File: config.mk
export PLATFORM = sky130hd
export DESIGN_NAME = div_flat
export DESIGN_NICKNAME = d
export VERILOG_FILES = /design/src/rtl/div_if.sv /design/src/rtl/div.sv /design/src/flat_wrapper.sv
export SDC_FILE = /design/constraint.sdc
export NUM_CORES = 1
export LEC_CHECK = 0
export BUFFER_PORTS_ARGS = -buffer_cell sky130_fd_sc_hd__buf_4
export CORE_ASPECT_RATIO = 0.7
export CORE_MARGIN = 3
export CORE_UTILIZATION = 52
export CTS_CLUSTER_DIAMETER = 100
export DETAILED_ROUTE_END_ITERATION = 10
export GPL_ROUTABILITY_DRIVEN = 0
export PLACE_DENSITY = 0.84
export SLEW_MARGIN = 25
export SYNTH_ARGS = -nofsm -noshare
export SYNTH_HDL_FRONTEND = slang
export SYNTH_SLANG_ARGS = --single-unit
File: constraint.sdc
create_clock -name clk -period 2.2 [get_ports clk]
set_input_delay 0 -clock clk [delete_from_list [all_inputs] [get_ports clk]]
set_output_delay 0 -clock clk [all_outputs]
set_load 0.01 [all_outputs]
File: src/rtl/div_if.sv
// Operand/result bundle for the sequential divider: switches drive a, b and ld,
// the display side reads the working registers and status flags.
interface div_if #(
  parameter int DW = 8,
  parameter int VW = 4
);
  logic          ld;
  logic [DW-1:0] a;
  logic [VW-1:0] b;
  logic [DW-1:0] rq;
  logic [VW-1:0] rr;
  logic [VW-1:0] rb;
  logic          busy;
  logic          done;
  logic          dz;

  modport master (output ld, a, b, input rq, rr, rb, busy, done, dz);
  modport slave  (input ld, a, b, output rq, rr, rb, busy, done, dz);
endinterface

File: src/rtl/div.sv
// Restoring shift-subtract unsigned divider, one quotient bit per clock.
// ld is a level load/abort; rq shifts the dividend out while quotient bits shift in.
module div #(
  parameter int DW = 8,
  parameter int VW = 4
) (
  input  logic  clk,
  input  logic  rst,
  div_if.slave  bus
);
  localparam int CW = (DW > 2) ? $clog2(DW) : 1;

  localparam logic [1:0] IDLE = 2'd0;
  localparam logic [1:0] LOAD = 2'd1;
  localparam logic [1:0] RUN  = 2'd2;
  localparam logic [1:0] DONE = 2'd3;

  logic [1:0]    state;
  logic [CW-1:0] cnt;
  logic [DW-1:0] rq, rq_n;
  logic [VW-1:0] rr, rr_n, rb, diff;
  logic [VW:0]   t;
  logic          dz, ge;

  // rr < rb always holds, so t - rb fits in VW bits and the low-bit subtract is exact
  always_comb begin
    t    = {rr, rq[DW-1]};
    ge   = (t >= {1'b0, rb});
    diff = t[VW-1:0] - rb;
    rq_n = {rq[DW-2:0], ge};
    rr_n = ge ? diff : t[VW-1:0];
  end

  always_ff @(posedge clk or negedge rst) begin
    if (!rst) begin
      state <= IDLE;
      cnt   <= '0;
      rq    <= '0;
      rr    <= '0;
      rb    <= '0;
      dz    <= 1'b0;
    end else if (bus.ld) begin
      state <= LOAD;
      cnt   <= '0;
      rq    <= bus.a;
      rr    <= '0;
      rb    <= bus.b;
      dz    <= 1'b0;
    end else begin
      case (state)
        LOAD: begin
          if (rb == '0) begin
            rr    <= rq[VW-1:0];
            rq    <= '1;
            dz    <= 1'b1;
            state <= DONE;
          end else begin
            rq    <= rq_n;
            rr    <= rr_n;
            cnt   <= CW'(1);
            state <= RUN;
          end
        end
        RUN: begin
          rq <= rq_n;
          rr <= rr_n;
          if (cnt == CW'(DW - 1)) state <= DONE;
          else                    cnt   <= cnt + 1'b1;
        end
        default: ;
      endcase
    end
  end

  assign bus.rq   = rq;
  assign bus.rr   = rr;
  assign bus.rb   = rb;
  assign bus.dz   = dz;
  assign bus.busy = (state == LOAD) || (state == RUN);
  assign bus.done = (state == DONE);
endmodule

File: src/flat_wrapper.sv
// flat-port wrapper written by rule: the top's interface ports become plain ports
module div_flat 
#(
  parameter int DW = 8,
  parameter int VW = 4
)
  (clk, rst, bus_ld, bus_a, bus_b, bus_rq, bus_rr, bus_rb, bus_busy, bus_done, bus_dz);
  div_if #(.DW(DW), .VW(VW)) bus_i ();
  input  logic clk;
  input  logic rst;
  input wire logic [$bits(bus_i.ld)-1:0] bus_ld;
  input wire logic [$bits(bus_i.a)-1:0] bus_a;
  input wire logic [$bits(bus_i.b)-1:0] bus_b;
  output wire logic [$bits(bus_i.rq)-1:0] bus_rq;
  output wire logic [$bits(bus_i.rr)-1:0] bus_rr;
  output wire logic [$bits(bus_i.rb)-1:0] bus_rb;
  output wire logic [$bits(bus_i.busy)-1:0] bus_busy;
  output wire logic [$bits(bus_i.done)-1:0] bus_done;
  output wire logic [$bits(bus_i.dz)-1:0] bus_dz;
  assign bus_i.ld = bus_ld;
  assign bus_i.a = bus_a;
  assign bus_i.b = bus_b;
  assign bus_rq = bus_i.rq;
  assign bus_rr = bus_i.rr;
  assign bus_rb = bus_i.rb;
  assign bus_busy = bus_i.busy;
  assign bus_done = bus_i.done;
  assign bus_dz = bus_i.dz;
  div #(.DW(DW), .VW(VW)) u_core (.clk(clk), .rst(rst), .bus(bus_i));
endmodule
==> impl_metrics.yaml, run 1 <==
logic_synthesis:
  yosys.area.top_type: "dfrtp_1"
  ys_top_cells_by_area: "dfrtp_1 (40%), ha_1 (8.3%), nor2_1 (5.2%)"
  synthCells: 152
  synth_seq_area_share_pct: 40.4
  synth.most_common_cell: "dfrtp_1"
  synth_top_flop_cell: "dfrtp_1"
  synth_cell_type_count: 39
  synth.top_cell.area_share_pct: 40.4
  yosysWarnings: 0
  synth_nets: 177
  yosys-top-cells-count: "dfrtp_1 (22), nor2_1 (19), nand2_1 (15)"
  async_flop_share_pct: 100
  ys_ff_latch: 22
  synth_area_sq_mm: 0.00136
  postSynthAreaPerCell_sq_um: 8.96
  synth-edff-count: 0
placed_design:
  numPortBuffers: 33
  dpl.hpwl_um: 2370
worst_setup_path:
  max_stage_delay_ns: 0.41
  crit_path_end_kind: "flip-flop"
  cp_max_fo: 5
  cp-start-kind: "flip-flop"
  r2r_slack_ns: 0.24
  critPathLaunch: "u_core.bus.rb[2]"
  slowest_stage: "dfrtp_1"
  r2r-end: "u_core.bus.rr[1]"
  crit_chain: "inv_1 > ha_1 > a21o_1 > a31o_2 > a21oi_2 > mux2i_1 > o22ai_1"
  arrival_ns: 2.09
  r2r_start: "u_core.bus.rb[2]"
  reg2regPathDepth: 7
  required_ns: 2.33
  worstSetupPathType: "reg -> reg"
  endpoint: "u_core.bus.rr[1]"
power:
  peakVddDrop_mv: 0.639
  total_power_mw: 1.85
  power_density_mw_per_mm2: 1030
  p_leak_nw: 0.861
floorplan:
  coreArea_sq_mm: 0.00231
  die_h_um: 48.8
  die-area_sq_mm: 0.00328
  rows: 14
  die_x_um: 67.2
  pin_count: 34
  start_util_pct: 58.9
clock_tree:
  cts-root-buf: "clkbuf_8"
  numCtsBuffers: 3
  tritoncts: "done"
  insertion_delay_ns: 0.26
  cts.repair.resized: 0
  path_clk_slew_ns: 0.08
  cts_buffer_depth: 2
  cts.sinks: 22
  h-tree-depth: 1
global_routing:
  grt_first_pass_wirelength_um: 5910
  grt_max_degree: 35
  antenna_found_initial: 0
  first_global_vias: 1320
  overflow: 0
  track_usage_pct: 23.1
route:
  drc: 0
  vias_per_cell: 5.60
  num_vias: 1265
  wl_met1_um: 1510
  drtIter0Drc: 84
  drt_wl_total_um: 3430
  drtAntennaViolNets: 0
  wl_met3_um: 190
  drt_pass1_iterations: 4
  wl_met2_um: 1700
  wl_per_cell_um: 15.2
  top_layer: "met4"
timing:
  timing.hold.ws_ns: 0.133
  setup_viol_count_final: 0
  hold_violations: 0
  tns_ns: 0
  fin_crit_sh_pct: 89.1
  relSlewSlack_pct: 71.4
  drv_slew: 0
  rsz0062_at_grt: "false"
  layout_min_cycle_time_ns: 1.96
  worstMarginPinSlew_ns: 0.430
  skew_ns: 0.00576
  max_freq_ghz: 0.510
flow_run:
  maxCapViolations: 0
finish:
  multi_input_area_sq_um: 727
  nets: 221
  syn_to_final_growth_pct: 31.6
  drive_gt1_share_pct: 23.7
  diodes: 0
  register_area_sq_um: 551
  num-fill-cells: 163
min_path:
  hold_class: "in -> reg"
outcome:
  outcome: "complete, no violations"
power by group:
group,leakage (nW),switching [mW],internal [mW],total [mW]
Clock,0.0216,0.128,0.122,0.250
Combinational,0.567,0.510,0.469,0.979
Sequential,0.273,0.116,0.500,0.616
Total,0.861,0.754,1.09,1.85
registers in the layout, summed over array words and instances (netlist names):
name / cells
u_core.cnt: 3
u_core.bus.rb: 4
u_core.bus.rq: 8
u_core.bus.dz: 1
u_core.state: 2
u_core.bus.rr: 4
per-stage QoR:
stage / instances / util, % / cell area [sq um] / worst slack [ns]
2_1_floorplan: 152 / - / 1360 / 0.329
3_3_place_gp: 210 / 70.1 / 1620 / 0.332
3_5_place_dp: 210 / 70.1 / 1620 / 0.253
4_1_cts: 226 / 77.5 / 1790 / 0.244
5_1_grt: 226 / 77.5 / 1790 / 0.109
6_report: 226 / 77.5 / 1790 / 0.239
per-layer routing:
| layer | up-vias | track usage (%) |
|---|---|---|
| li1 | 623 | - |
| met1 | 594 | 28.2 |
| met2 | 42 | 41.1 |
| met3 | 6 | 4.84 |
| met4 | 0 | 5.39 |
| met5 | - | 0 |
final cells by class:
class,instances,share of cell area [%]
multi-input combinational,109,40.5
sequential,22,30.7
clock buffer,3,2.30
timing repair buffer,47,21.5
inverter,13,2.72
tap,32,2.23
timing repair:
item,CTS,global route
endpoints found under the hold margin,34,0
setup buffers,0,0
hold buffers,13,0
worst max-delay path: cells and delay by family (launching register included):
kind | cells | cell delay [ns]
AOI/OAI and AO/OA | 4 | 0.76
muxes | 1 | 0.23
buffers and inverters | 1 | 0.07
DFF | 1 | 0.41
adders and majority gates | 1 | 0.35
how the worst min path moves through the flow:
stage | start | to | slack (ns) | cells after the start
finish | bus_ld | u_core.bus.dz | 0.13 | 2
CTS | bus_ld | u_core.cnt[0] | 0.13 | 2
global placement | rst | u_core.cnt[1] | -0.1 | 1
detailed placement | rst | u_core.bus.rb[2] | -0.09 | 1
global route | bus_ld | u_core.cnt[0] | 0.15 | 2
floorplan | rst | u_core.bus.dz | -0.30 | 0
cells in the final DEF, fill, tap and decap left out, types with 2 or more instances in the layout:
cell type | Yosys | layout
a211o_1 | 2 | 2
a211oi_1 | 2 | 2
a21oi_1 | 7 | 7
buf_4 | 1 | 34
clkbuf_8 | 0 | 3
dfrtp_1 | 22 | 22
dlygate4sd3_1 | 0 | 13
ha_1 | 9 | 9
inv_1 | 13 | 13
mux2i_1 | 2 | 2
nand2_1 | 15 | 15
nand2b_1 | 3 | 3
nand3_1 | 2 | 2
nor2_1 | 19 | 19
nor3_1 | 9 | 9
o21ai_0 | 4 | 4
o21ai_1 | 3 | 3
o22ai_1 | 2 | 2
o2bb2ai_1 | 2 | 2
o31ai_1 | 7 | 7
or3_1 | 3 | 3
cells by family after synthesis:
kind of cell	share of synthesized area (%)
AND/OR/NAND/NOR	20.3
AO/OA/AOI/OAI	19.9
flip-flops	40.4
buffers and inverters	6.24
adder cells (fa/ha/maj)	9.73
multiplexers	3.40
No activity file was read; power rests on OpenSTA's default activity.
==> run 2: changes to the inputs <==
--- a/config.mk
+++ b/config.mk
@@ -6,10 +6,10 @@
 export NUM_CORES = 1
 export LEC_CHECK = 0
 export BUFFER_PORTS_ARGS = -buffer_cell sky130_fd_sc_hd__buf_4
-export CORE_ASPECT_RATIO = 0.7
+export CORE_ASPECT_RATIO = 0.8
 export CORE_MARGIN = 3
 export CORE_UTILIZATION = 52
-export CTS_CLUSTER_DIAMETER = 100
+export CTS_CLUSTER_DIAMETER = 50
 export DETAILED_ROUTE_END_ITERATION = 10
 export GPL_ROUTABILITY_DRIVEN = 0
 export PLACE_DENSITY = 0.84
==> run 2 against run 1 <==
Effect of this change:
- via count rose by 1.7%
- critical path depth did not move
- cell area fell by 0.14%
- clock power fell by 8.8%
- critical endpoint is now u_core.bus.rr[0]
==> impl_metrics.yaml, run 2 (synthesis gave the netlist of run 1 again) <==
timing:
  hold_violations: 0
  relSlewSlack_pct: 71.7
  fin_crit_sh_pct: 91.7
  worstMarginPinSlew_ns: 0.425
  timing.hold.ws_ns: 0.0645
  worst_slack_ns: 0.184
  layout_min_cycle_time_ns: 2.02
  drv_slew: 0
  skew_ns: 0.00375
  tns_ns: 0
  setup_viol_count_final: 0
  max_freq_ghz: 0.496
  rsz0062_at_grt: "false"
global_routing:
  grt_max_degree: 35
  grt_first_pass_wirelength_um: 5750
  overflow: 0
  first_global_vias: 1335
  track_usage_pct: 22.7
  antenna_found_initial: 0
flow_run:
  maxCapViolations: 0
route:
  drt_pass1_iterations: 4
  num_vias: 1287
  vias_per_cell: 5.62
  wl_per_cell_um: 14.9
  drc: 0
  drtAntennaViolNets: 0
  drt_wl_total_um: 3410
  drtIter0Drc: 57
worst_setup_path:
  critPathLaunch: "u_core.bus.rb[2]"
  r2r_start: "u_core.bus.rb[2]"
  arrival_ns: 2.25
  cp_max_fo: 5
  required_ns: 2.44
  worstSetupPathType: "reg -> reg"
  cp-start-kind: "flip-flop"
  crit_path_end_kind: "flip-flop"
clock_tree:
  cts-root-buf: "clkbuf_4"
  h-tree-depth: 1
  cts.sinks: 22
  insertion_delay_ns: 0.32
  tritoncts: "done"
  path_clk_slew_ns: 0.12
  numCtsBuffers: 3
  cts_setup_buffers: 0
  cts_buffer_depth: 2
floorplan:
  die-area_sq_mm: 0.00327
  pin_count: 34
  die_h_um: 51.8
  coreArea_sq_mm: 0.00231
  die_x_um: 63.2
  start_util_pct: 59.0
  rows: 15
placed_design:
  pre_cts_slack_ns: 0.233
  dpl.hpwl_um: 2360
  numPortBuffers: 33
min_path:
  hold_start: "bus_ld"
  hold_class: "in -> reg"
finish:
  top_register: "u_core.bus.rq"
  largest_registers: "u_core.bus.rq (8), u_core.bus.rb (4), u_core.bus.rr (4)"
  fin_util_pct: 77.6
  syn_to_final_growth_pct: 31.4
  nets: 221
  largest_register_ffs: 8
  layout_commonest_cell: "buf_4"
  diodes: 0
  layout_common_cells: "buf_4 (34), dfrtp_1 (22), nor2_1 (19)"
  num-fill-cells: 157
  drive_gt1_share_pct: 24.1
power:
  total_power_mw: 1.82
  p_leak_nw: 0.860
  peakVddDrop_mv: 0.620
  power_density_mw_per_mm2: 1020
outcome:
  outcome: "complete, no violations"
==> run 2: changes by cell type in the layout (fill, tap and decap cells not counted) <==
cell      before  now
clkbuf_4       0    3
clkbuf_8       3    1
==> run 2: through the flow <==
step           instance area, sq um  std cells
2_1_floorplan                  1360        152
3_3_place_gp                   1620        212
3_5_place_dp                   1620        212
4_1_cts                        1790        229
5_1_grt                        1790        229
6_report                       1790        229
==> run 2: final timing paths <==
path                            slack [ns]          endpoint  cells after the start
max in group asynchronous             1.87  u_core.bus.rq[3]                      2
min in group asynchronous             0.10  u_core.bus.rb[0]                      2
worst max register to register        0.18  u_core.bus.rr[0]                      7
worst max-delay path                  0.18  u_core.bus.rr[0]                      7
worst min register to register        0.53     u_core.bus.dz                      2
worst min-delay path                  0.06     u_core.cnt[2]                      2
==> run 2: report_power, final <==
part / internal (mW) / switching, mW / total, mW
sequential: 0.499 / 0.117 / 0.617
combinational: 0.468 / 0.509 / 0.977
clock: 0.101 / 0.127 / 0.228
total: 1.07 / 0.753 / 1.82
==> run 2: layer usage <==
metal  up-vias  share of wire (%)  global-route usage, %
li1        621                  -                      -
met1       610                 42                   24.6
met2        52                 52                   45.4
met3         4                6.2                   4.97
met4         0               0.65                   5.02
met5         -                  0                      0
==> run 2: timing repair <==
item | 4_1_cts | 5_1_grt
endpoints found under the hold margin | 34 | 0
hold buffers | 13 | 0
gates resized for setup | 0 | 0
==> run 2: cell type report <==
class / instances / area [sq um] / share of cell area (%)
Clock buffer: 4 / 36.3 / 2.03
Inverter: 13 / 48.8 / 2.73
Multi-Input combinational cell: 109 / 727 / 40.6
Sequential cell: 22 / 551 / 30.7
Tap cell: 34 / 42.5 / 2.38
Timing Repair Buffer: 47 / 385 / 21.5
==> run 2: worst max-delay path: stages, from the launching register on <==
cell and delay [ns]:
dfrtp_1 0.45, inv_1 0.08, ha_1 0.37, a21o_1 0.21
a31o_2 0.24, a21oi_2 0.24, nand3_1 0.13, a311oi_2 0.23
==> run 3: changes to the inputs <==
--- a/config.mk
+++ b/config.mk
@@ -12,7 +12,7 @@
 export CTS_CLUSTER_DIAMETER = 50
 export DETAILED_ROUTE_END_ITERATION = 10
 export GPL_ROUTABILITY_DRIVEN = 0
-export PLACE_DENSITY = 0.84
+export PLACE_DENSITY = 0.82
 export SLEW_MARGIN = 25
 export SYNTH_ARGS = -nofsm -noshare
 export SYNTH_HDL_FRONTEND = slang
==> run 3 against run 2 <==
Effect of this change:
- sequential cell count stayed put
- via count is 1.5% lower
- combinational power up 2%
- total power is 0.95% higher
- die area did not move
- cell area rose by 0.42%
- wire length decreased by 1.9%
- clock skew shrank 0.0023 ns
- clock power is 2% higher
- non-clock buffer count grew 1
- highest routed layer unchanged
==> impl_metrics.yaml, run 3 (synthesis gave the netlist of run 1 again) <==
timing:
  hold_violations: 0
  rsz0062_at_grt: "false"
  setup_viol_count_final: 0
  fin_crit_sh_pct: 90.9
  max_freq_ghz: 0.500
  layout_min_cycle_time_ns: 2.00
  tns_ns: 0
  skew_ns: 0.00149
  drv_slew: 0
  worstMarginPinSlew_ns: 0.551
  relSlewSlack_pct: 63.1
worst_setup_path:
  critical_path_buf_inv_count: 1
  cp_max_fo: 5
  max_stage_delay_ns: 0.43
  crit_path_end_kind: "flip-flop"
  crit_chain: "inv_1 > ha_1 > a21o_1 > a31o_2 > a21oi_2 > mux2i_1 > o22ai_1"
  required_ns: 2.40
  r2r_slack_ns: 0.20
  cp-start-kind: "flip-flop"
  worstSetupPathType: "reg -> reg"
  slowest_stage: "dfrtp_1"
  arrival_ns: 2.20
  crit_family: "compound AO/OA/AOI/OAI gates"
finish:
  layout_common_cells: "buf_4 (35), dfrtp_1 (22), nor2_1 (19)"
  finalNonFillerCells: 230
  top_register: "u_core.bus.rq"
  layout_commonest_cell: "buf_4"
  nets: 222
  fin_area_sq_mm: 0.00180
  largest_register_ffs: 8
  largest_registers: "u_core.bus.rq (8), u_core.bus.rb (4), u_core.bus.rr (4)"
  drive_gt1_share_pct: 24.5
  syn_to_final_growth_pct: 32.0
  num-fill-cells: 159
  diodes: 0
route:
  vias_per_cell: 5.51
  drtIter0Drc: 63
  drt_wl_total_um: 3340
  drt_pass1_iterations: 4
  num_vias: 1268
  drc: 0
  drtAntennaViolNets: 0
  wl_per_cell_um: 14.5
global_routing:
  antenna_found_initial: 0
  grtUsageMet1_pct: 29.5
  track_usage_pct: 23.1
  grt_busiest_layer: "met2"
  grt_first_pass_wirelength_um: 5930
  overflow: 0
  first_global_vias: 1293
  grtUsageMet3_pct: 5.18
  grtUsageMet2_pct: 40.3
  grt_max_degree: 35
clock_tree:
  cts_buffer_depth: 2
  insertion_delay_ns: 0.31
  cts.repair.resized: 0
  path_clk_slew_ns: 0.13
  numCtsBuffers: 3
  h-tree-depth: 1
  cts-root-buf: "clkbuf_4"
  tritoncts: "done"
  cts.sinks: 22
outcome:
  outcome: "complete, no violations"
power:
  power_density_mw_per_mm2: 1020
  peakVddDrop_mv: 0.682
  p_leak_nw: 0.865
  total_power_mw: 1.84
min_path:
  hold_class: "in -> reg"
floorplan:
  coreArea_sq_mm: 0.00231
  rows: 15
  die_x_um: 63.2
  die_h_um: 51.8
  die-area_sq_mm: 0.00327
  start_util_pct: 59.0
  pin_count: 34
placed_design:
  place_inst: 213
  numPortBuffers: 33
  dpl.hpwl_um: 2380
  place_area_sq_mm: 0.00163
flow_run:
  maxCapViolations: 0
[run 3: cell count changes in the layout (fill, tap and decap cells not counted)]
cell	change
buf_4	+1
[run 3: timing repair]
action | in CTS | in global routing
buffers inserted | 0 | 0
endpoints found under the hold margin | 34 | 0
hold buffers | 13 | 0
[run 3: metal layers]
layer	wire length (um)	part of all wire (%)
met3	178	5.3
met5	0	0
met4	20	0.60
met1	1530	46
met2	1610	48
[run 3: final cells by class]
type,count,area (sq um),share of cell area (%)
multi-input cells,109,727,40.4
flip-flops and latches,22,551,30.6
repair buffers,48,393,21.9
inverters,13,48.8,2.71
well taps,34,42.5,2.37
clock buffers,4,36.3,2.02
[run 3: worst register-to-register path, cell delays in order (launching register included)]
cell     delay [ns]
dfrtp_1        0.43
inv_1          0.07
ha_1           0.35
a21o_1         0.19
a31o_2         0.23
a21oi_2        0.25
mux2i_1        0.26
o22ai_1        0.11
[run 3: path summary, 6_finish.rpt]
kind                             startpoint                to  cells after the start
setup / recovery           u_core.bus.rb[2]  u_core.bus.rr[1]                      7
hold / removal                       bus_ld     u_core.cnt[2]                      2
setup reg to reg           u_core.bus.rb[2]  u_core.bus.rr[1]                      7
hold reg to reg               u_core.bus.dz     u_core.bus.dz                      2
max in group asynchronous               rst     u_core.cnt[1]                      2
min in group asynchronous               rst  u_core.bus.rb[1]                      2
[run 3: power breakdown]
part           switching [mW]  leakage [nW]  total [mW]  internal [mW]
registers               0.116         0.273       0.615          0.499
clock network           0.130        0.0210       0.232          0.101
logic                   0.515         0.572       0.993          0.477
[run 3: through the flow]
stage,setup WS [ns],utilization (%),hold WS [ns]
3_3_place_gp,0.315,70.7,-0.0993
6_report,0.201,77.9,0.0647
2_1_floorplan,0.329,-,-0.296
5_1_grt,0.108,77.9,0.0733
4_1_cts,0.207,77.9,0.0588
3_5_place_dp,0.238,70.7,-0.0962
